File: src/rtl/alignment_marker_rx.sv
// alignment_marker_rx
//   Receive-side alignment marker handling for a 4-lane 40GBASE-R PCS.
//   Per physical lane it searches for the periodic alignment marker, runs a
//   find / confirm / locked state machine, reports the logical lane number
//   carried by the marker and flags marker slots so downstream logic can
//   drop them. Head and data are passed through with one register stage.
//
// Ports
//   clk         clock, one 66b block per lane per cycle
//   nreset      asynchronous active-low reset
//   head_i      per-lane sync headers, lane l at [l*HEAD_W +: HEAD_W]
//   data_i      per-lane payloads, lane l at [l*DATA_W +: DATA_W]
//   head_o      head_i delayed one cycle
//   data_o      data_i delayed one cycle
//   marker_v_o  lane l output block sits in a marker slot
//   am_lock_o   per-lane marker lock
//   lane_id_o   logical lane number found on physical lane l (2 bits each)
//   align_ok_o  all lanes locked and lane ids form a permutation
//   bip_err_o   (only with ALIGNMENT_MARKER_RX_BIP_EN) per-lane BIP3 error pulse
//
// Build option
//   ALIGNMENT_MARKER_RX_BIP_EN : adds the per-lane BIP3 checker and bip_err_o.

module alignment_marker_rx #(
  parameter int                LANE_N    = 4,
  parameter int                HEAD_W    = 2,
  parameter int                DATA_W    = 64,
  parameter int                AM_PERIOD = 16383,
  parameter logic [HEAD_W-1:0] SYNC_CTRL = 2'b10
) (
  input  logic                       clk,
  input  logic                       nreset,
  input  logic [LANE_N*HEAD_W-1:0]   head_i,
  input  logic [LANE_N*DATA_W-1:0]   data_i,
  output logic [LANE_N*HEAD_W-1:0]   head_o,
  output logic [LANE_N*DATA_W-1:0]   data_o,
  output logic [LANE_N-1:0]          marker_v_o,
  output logic [LANE_N-1:0]          am_lock_o,
  output logic [LANE_N*2-1:0]        lane_id_o,
  output logic                       align_ok_o
`ifdef ALIGNMENT_MARKER_RX_BIP_EN
  ,
  output logic [LANE_N-1:0]          bip_err_o
`endif
);

  localparam int CNT_W = (AM_PERIOD > 0) ? $clog2(AM_PERIOD + 1) : 1;
  localparam logic [CNT_W-1:0] AM_LAST = CNT_W'(AM_PERIOD);

  typedef enum logic [1:0] {
    FIND_1ST = 2'd0,
    COUNT_1  = 2'd1,
    LOCKED   = 2'd2
  } state_t;

  // Returns {hit, lane}. BIP bytes 3 and 7 do not take part in the match.
  function automatic logic [2:0] am_decode(input logic [HEAD_W-1:0] head,
                                           input logic [DATA_W-1:0] data);
    logic [2:0] res;
    res = 3'b000;
    if (head == SYNC_CTRL && data[55:32] == ~data[23:0]) begin
      case (data[23:0])
        24'h477690: res = 3'b100;
        24'hE6C4F0: res = 3'b101;
        24'h9B65C5: res = 3'b110;
        24'h3D79A2: res = 3'b111;
        default:    res = 3'b000;
      endcase
    end
    return res;
  endfunction

  logic [HEAD_W*LANE_N-1:0] head_q;
  logic [DATA_W*LANE_N-1:0] data_q;

  state_t            state_q     [LANE_N];
  state_t            state_d     [LANE_N];
  logic [CNT_W-1:0]  blk_cnt_q   [LANE_N];
  logic [CNT_W-1:0]  blk_cnt_d   [LANE_N];
  logic [1:0]        cand_id_q   [LANE_N];
  logic [1:0]        cand_id_d   [LANE_N];
  logic [2:0]        invld_cnt_q [LANE_N];
  logic [2:0]        invld_cnt_d [LANE_N];
  logic [LANE_N*2-1:0] lane_id_q, lane_id_d;
  logic [LANE_N-1:0]   am_lock_q, am_lock_d;
  logic [LANE_N-1:0]   marker_v_q, marker_v_d;

  logic [2:0]        dec     [LANE_N];
  logic [LANE_N-1:0] at_slot;

  for (genvar g = 0; g < LANE_N; g++) begin : g_lane
    assign dec[g]     = am_decode(head_i[g*HEAD_W +: HEAD_W], data_i[g*DATA_W +: DATA_W]);
    assign at_slot[g] = (blk_cnt_q[g] == AM_LAST);
  end

  // Per-lane marker lock state machine; blk_cnt counts blocks since the last slot.
  always_comb begin
    for (int l = 0; l < LANE_N; l++) begin
      state_d[l]             = state_q[l];
      blk_cnt_d[l]           = blk_cnt_q[l];
      cand_id_d[l]           = cand_id_q[l];
      invld_cnt_d[l]         = invld_cnt_q[l];
      lane_id_d[l*2 +: 2]    = lane_id_q[l*2 +: 2];
      am_lock_d[l]           = am_lock_q[l];
      marker_v_d[l]          = 1'b0;
      case (state_q[l])
        FIND_1ST: begin
          blk_cnt_d[l] = '0;
          if (dec[l][2]) begin
            state_d[l]   = COUNT_1;
            cand_id_d[l] = dec[l][1:0];
          end
        end
        COUNT_1: begin
          if (at_slot[l]) begin
            blk_cnt_d[l] = '0;
            if (dec[l][2] && dec[l][1:0] == cand_id_q[l]) begin
              state_d[l]          = LOCKED;
              lane_id_d[l*2 +: 2] = cand_id_q[l];
              am_lock_d[l]        = 1'b1;
              invld_cnt_d[l]      = 3'd0;
              marker_v_d[l]       = 1'b1;
            end else begin
              // The failed confirm block is not searched again.
              state_d[l] = FIND_1ST;
            end
          end else begin
            blk_cnt_d[l] = blk_cnt_q[l] + CNT_W'(1);
          end
        end
        LOCKED: begin
          if (at_slot[l]) begin
            blk_cnt_d[l]  = '0;
            marker_v_d[l] = 1'b1;
            if (dec[l][2] && dec[l][1:0] == lane_id_q[l*2 +: 2]) begin
              invld_cnt_d[l] = 3'd0;
            end else if (invld_cnt_q[l] == 3'd3) begin
              state_d[l]          = FIND_1ST;
              am_lock_d[l]        = 1'b0;
              lane_id_d[l*2 +: 2] = 2'd0;
              invld_cnt_d[l]      = 3'd0;
            end else begin
              invld_cnt_d[l] = invld_cnt_q[l] + 3'd1;
            end
          end else begin
            blk_cnt_d[l] = blk_cnt_q[l] + CNT_W'(1);
          end
        end
        default: begin
          state_d[l] = FIND_1ST;
        end
      endcase
    end
  end

  always_ff @(posedge clk or negedge nreset) begin
    if (!nreset) begin
      head_q     <= '0;
      data_q     <= '0;
      lane_id_q  <= '0;
      am_lock_q  <= '0;
      marker_v_q <= '0;
      for (int l = 0; l < LANE_N; l++) begin
        state_q[l]     <= FIND_1ST;
        blk_cnt_q[l]   <= '0;
        cand_id_q[l]   <= 2'd0;
        invld_cnt_q[l] <= 3'd0;
      end
    end else begin
      head_q     <= head_i;
      data_q     <= data_i;
      lane_id_q  <= lane_id_d;
      am_lock_q  <= am_lock_d;
      marker_v_q <= marker_v_d;
      for (int l = 0; l < LANE_N; l++) begin
        state_q[l]     <= state_d[l];
        blk_cnt_q[l]   <= blk_cnt_d[l];
        cand_id_q[l]   <= cand_id_d[l];
        invld_cnt_q[l] <= invld_cnt_d[l];
      end
    end
  end

  // Alignment is good only when every lane is locked and no two share an id.
  logic align_ok;
  always_comb begin
    align_ok = &am_lock_q;
    for (int i = 0; i < LANE_N; i++) begin
      for (int j = i + 1; j < LANE_N; j++) begin
        if (lane_id_q[i*2 +: 2] == lane_id_q[j*2 +: 2]) begin
          align_ok = 1'b0;
        end
      end
    end
  end

  assign head_o     = head_q;
  assign data_o     = data_q;
  assign marker_v_o = marker_v_q;
  assign am_lock_o  = am_lock_q;
  assign lane_id_o  = lane_id_q;
  assign align_ok_o = align_ok;

`ifdef ALIGNMENT_MARKER_RX_BIP_EN
  // BIP bytes 3 and 7 of the marker enter the accumulator as zero.
  localparam logic [DATA_W-1:0] BIP_MASK = DATA_W'(64'h00FF_FFFF_00FF_FFFF);

  // Bit j is the XOR of data bits j+8i; head bits fold into bits 3 and 4.
  function automatic logic [7:0] bip_calc(input logic [HEAD_W-1:0] head,
                                          input logic [DATA_W-1:0] data);
    logic [7:0] b;
    b = 8'h00;
    for (int i = 0; i < DATA_W / 8; i++) begin
      b = b ^ data[i*8 +: 8];
    end
    b[3] = b[3] ^ head[0];
    b[4] = b[4] ^ head[1];
    return b;
  endfunction

  logic [7:0]        bip_acc_q [LANE_N];
  logic [7:0]        bip_acc_d [LANE_N];
  logic [LANE_N-1:0] bip_first_q, bip_first_d;
  logic [LANE_N-1:0] bip_err_q, bip_err_d;

  always_comb begin
    for (int l = 0; l < LANE_N; l++) begin
      bip_first_d[l] = bip_first_q[l];
      bip_err_d[l]   = 1'b0;
      // The accumulator restarts on every marker slot, and on the first
      // marker found while searching, so its span always begins at a marker.
      if ((state_q[l] == FIND_1ST && dec[l][2]) ||
          (state_q[l] != FIND_1ST && at_slot[l])) begin
        bip_acc_d[l] = bip_calc(head_i[l*HEAD_W +: HEAD_W],
                                data_i[l*DATA_W +: DATA_W] & BIP_MASK);
      end else begin
        bip_acc_d[l] = bip_acc_q[l] ^ bip_calc(head_i[l*HEAD_W +: HEAD_W],
                                               data_i[l*DATA_W +: DATA_W]);
      end
      if (state_q[l] == COUNT_1 && at_slot[l] && dec[l][2] &&
          dec[l][1:0] == cand_id_q[l]) begin
        bip_first_d[l] = 1'b1;
      end
      if (state_q[l] == LOCKED && at_slot[l]) begin
        bip_first_d[l] = 1'b0;
        if (dec[l][2] && dec[l][1:0] == lane_id_q[l*2 +: 2] && !bip_first_q[l]) begin
          bip_err_d[l] = (bip_acc_q[l] != data_i[l*DATA_W + 24 +: 8]) ||
                         (data_i[l*DATA_W + 56 +: 8] != ~data_i[l*DATA_W + 24 +: 8]);
        end
      end
    end
  end

  always_ff @(posedge clk or negedge nreset) begin
    if (!nreset) begin
      bip_first_q <= '0;
      bip_err_q   <= '0;
      for (int l = 0; l < LANE_N; l++) begin
        bip_acc_q[l] <= 8'h00;
      end
    end else begin
      bip_first_q <= bip_first_d;
      bip_err_q   <= bip_err_d;
      for (int l = 0; l < LANE_N; l++) begin
        bip_acc_q[l] <= bip_acc_d[l];
      end
    end
  end

  assign bip_err_o = bip_err_q;
`endif

endmodule

File: config.mk
export PLATFORM = sky130hd
export DESIGN_NAME = alignment_marker_rx
export DESIGN_NICKNAME = d
export VERILOG_FILES = /design/src/rtl/alignment_marker_rx.sv
export SDC_FILE = /design/constraint.sdc
export NUM_CORES = 1
export LEC_CHECK = 0
export BUFFER_PORTS_ARGS = -buffer_cell sky130_fd_sc_hd__buf_2
export CORE_AREA = 2 2 213 215
export CTS_CLUSTER_SIZE = 14
export DETAILED_ROUTE_END_ITERATION = 8
export DIE_AREA = 0 0 215 217
export PLACE_DENSITY = 0.69
export SYNTH_ARGS = -nofsm -noshare
export SYNTH_HDL_FRONTEND = slang
export SYNTH_SLANG_ARGS = --single-unit
File: constraint.sdc
create_clock -name clk -period 4.22 [get_ports clk]
set_input_delay 0.211 -clock clk [delete_from_list [all_inputs] [get_ports clk]]
set_output_delay 0.211 -clock clk [all_outputs]
set_load 0.01 [all_outputs]
==> metrics.md <==
| Metric | Value |
|---|---|
| Post-Layout Cell Count | 2672 |
| Setup TNS | 0 ps |
| End of the worst register-to-register path | state_q[1] |
| Setup slack after layout | 975 ps |
| Pre-CTS setup slack | 1010 ps |
| DRC Markers | 0 |
| Synth area leader | dfrtp_1 |
| Port Buf Inserts | 546 |
| Post-route cell area | 0.0222 mm^2 |
| Most frequent cell after synthesis | dfrtp_1 |
| DR vias | 13400 |
| Worst Path Required | 4680 ps |
| CTS tree | built |
| Synthesis-stage register bit count | 364 |
| Antenna violations before repair | 5 |
| Vias/cell | 5.00 |
| CP Launch Type | primary input |
| P per Cell Area | 381 mW/mm^2 |
| Starting Density | 0.326 |
| Clk buf depth | 3 |
| Worst r2r path cells | 9 |
| Largest net degree at the start of global routing | 110 |
| Top-area cell type share of the netlist area | 0.626 |
| Hold Path Class | in -> async |
| Fillers | 3838 |
| Area growth syn-to-layout | 52.3% |
| RR Startpoint | blk_cnt_q[0] |
| # clock sinks | 364 |
| Final ANT Viol Nets | 0 |
| Post-Syn Area | 0.0146 mm^2 |
| FFs w/ async S/R, synth | 1.00 |
| Iter 0 DRT Violations | 1065 |
| Layout cells sized above 1 | 0.315 |
| DIE AREA | 0.0467 mm^2 |
| FMAX | 308 MHz |
| GRT Util Overall | 0.232 |
| Final GP Congestion | 1.00 |
| Root Buffer | clkbuf_16 |
| Hold Fails Final Rpt | 0 |
| Total Wirelength | 55100 um |
| First-pass GRT wire length | 83300 um |
| Quantity of gates resized following cts | 0 |
| Max-Cap Viols | 0 |
| Die height | 217 um |
| P_leak | 0.0105 uW |
| CTS buffer count | 42 |
| Synth cell types | 74 |
| Slew HR | 0.424 |
| IO Pins | 547 |
| Placed Area | 0.0180 mm^2 |
| Post-synth EDFFs | 0 |
| Net Count, Synth | 1487 |
| Total power | 8460 uW |
| Endpoint type of the worst setup path | register |
| HPWL Detailed | 38700 um |
| Pins over their slew limit | 0 |
| Std-Cell Rows | 78 |
| Post-synthesis cell count | 1197 |
| Level count of the clock H-tree | 2 |
| Synth warn | 0 |
| Status | finished, final reports clean |
| Net count, final | 2328 |
| Die X | 215 um |
| Minimum clock period | 3240 ps |
| Crit path kind | in -> reg |
| Worst clock skew | 18.8 ps |
| R2R setup slack | 1590 ps |
| RSZ-0062 raised after global routing | false |
| Main synth FF type | dfrtp_1 |
| Max VDD drop | 0.337 mV |
| Clock slew at reported path FFs | 60 ps |
| Inst Count DP | 2329 |
| Total gr overflow | 0 |
| Vias in the first global route | 13900 |
| Setup violators final | 0 |
| Synth top cells by count | dfrtp_1, nand2_1, o21ai_0 |
| Seq/Total Area, Yosys | 0.626 |
| Core Footprint | 0.0447 mm^2 |
| Critical path peak fanout | 8 |
| Final Cycle Share | 0.769 |
| Synth area leaders | dfrtp_1, xor2_1, xnor2_1 |
| Pre-antenna DRT Iters | 5 |
| Critical Path AT | 3710 ps |
| Setup repair bufs after CTS | 0 |
| Syn Area/Cell | 12.2 um^2 |
| Routed wire per std cell | 20.6 um |
| Worst Tran Pin Value | 865 ps |
| Clk_lat worst skew | 570 ps |
-- power by group --
part	total, uW	internal [uW]	switching [uW]
Sequential	3660	3620	42.3
Combinational	912	418	495
Clock	3880	2340	1550
Total	8460	6370	2080
-- routing by layer --
| layer | share of wire | GRT usage |
|---|---|---|
| met5 | 0.00015 | 0 |
| met4 | 0.042 | 0.107 |
| met3 | 0.073 | 0.0498 |
| met2 | 0.49 | 0.400 |
| met1 | 0.40 | 0.279 |
-- through the flow --
stage          hold WS, ps  utilization
6_report               271        0.496
5_1_grt                273        0.496
4_1_cts                244        0.496
3_5_place_dp           320        0.404
3_3_place_gp           301        0.404
2_1_floorplan        -84.6            -
-- sequential cells by signal (all words and copies together), names as in the netlist --
name / count
lane_id_o: 8
cand_id_q: 8
blk_cnt_q: 56
marker_v_o: 4
state_q: 8
invld_cnt_q: 12
head_o: 8
am_lock_o: 4
data_o: 256
-- cell usage in the layout, fill, tap and decap left out, types with 5 or more instances in the layout --
| cell | netlist | routed |
|---|---|---|
| o31ai_1 | 10 | 10 |
| and2_1 | 10 | 10 |
| clkbuf_8 | 0 | 7 |
| a21oi_1 | 17 | 17 |
| bufinv_16 | 0 | 6 |
| nand4b_1 | 12 | 12 |
| o211a_1 | 6 | 6 |
| buf_2 | 0 | 545 |
| nor4_1 | 19 | 19 |
| a21o_1 | 14 | 14 |
| o21a_1 | 8 | 8 |
| nand2b_1 | 13 | 13 |
| ha_1 | 24 | 24 |
| nor4b_1 | 8 | 8 |
| mux2_2 | 9 | 9 |
| nand2_1 | 94 | 94 |
| nor2_1 | 64 | 64 |
| and3_1 | 30 | 30 |
| nor4bb_1 | 17 | 17 |
| a31oi_1 | 5 | 5 |
| xnor2_1 | 50 | 50 |
| nand3b_1 | 6 | 6 |
| and4b_1 | 8 | 8 |
| dlygate4sd3_1 | 0 | 265 |
| xor2_1 | 79 | 79 |
| or4_1 | 7 | 7 |
| nand3_1 | 28 | 28 |
| nor2b_1 | 17 | 17 |
| clkinv_2 | 0 | 9 |
| nand4_1 | 44 | 44 |
| and4_1 | 5 | 5 |
| or3_1 | 7 | 7 |
| o21ai_0 | 84 | 84 |
| dfrtp_1 | 364 | 364 |
| clkbuf_16 | 0 | 42 |
| nor3b_1 | 13 | 13 |
| inv_1 | 32 | 32 |
| o22ai_1 | 6 | 6 |
| nor3_1 | 12 | 12 |
-- critical path, stage by stage --
cell           delay [ps]
dlygate4sd3_1         530
buf_2                 180
or4b_1                560
or4_1                 520
a2111o_1              520
xnor2_1               160
nor4_1                540
nand2b_1              220
nor2_1                 70
a22o_2                200
-- cells by family (layout without fill, tap and decap cells) --
group                      after synthesis  after routing  share of synthesized area
xor gates and xnor gates               129            129                     0.0776
muxes                                   13             13                    0.00971
AOI/OAI and AO/OA                      185            185                     0.0819
other                                    0              1                          0
and+or+nand+nor                        432            432                      0.172
adders and majority gates               24             24                     0.0206
DFF                                    364            364                      0.626
buffers and inverters                   50            924                     0.0129
-- worst max-delay path by stage --
stage / from / to / slack [ps] / cells past startpoint
floorplan: data_i[69] / am_lock_o[1] / 1430 / 8
global placement: data_i[69] / invld_cnt_q[7] / 1040 / 9
detailed placement: data_i[69] / invld_cnt_q[7] / 1010 / 9
CTS: data_i[69] / invld_cnt_q[6] / 1060 / 10
global route: data_i[194] / am_lock_o[3] / 710 / 10
finish: data_i[69] / invld_cnt_q[7] / 980 / 10
-- timing repair --
action                     4_1_cts  5_1_grt
setup endpoints to repair        0        0
hold endpoints to repair       369        0
hold buffers                   265        0
-- cell type report --
type                       count  area (um^2)  area share
sequential                   364         9110       0.411
timing repair buffer         815         5450       0.246
multi-input combinational    783         5270       0.237
clock buffer                  52         1160      0.0523
tap                          600          751      0.0339
clock inverter                25          318      0.0143
inverter                      32          120     0.00542
antenna                        1         2.50    0.000113
Note: power is estimated with default switching activity, not from simulation.
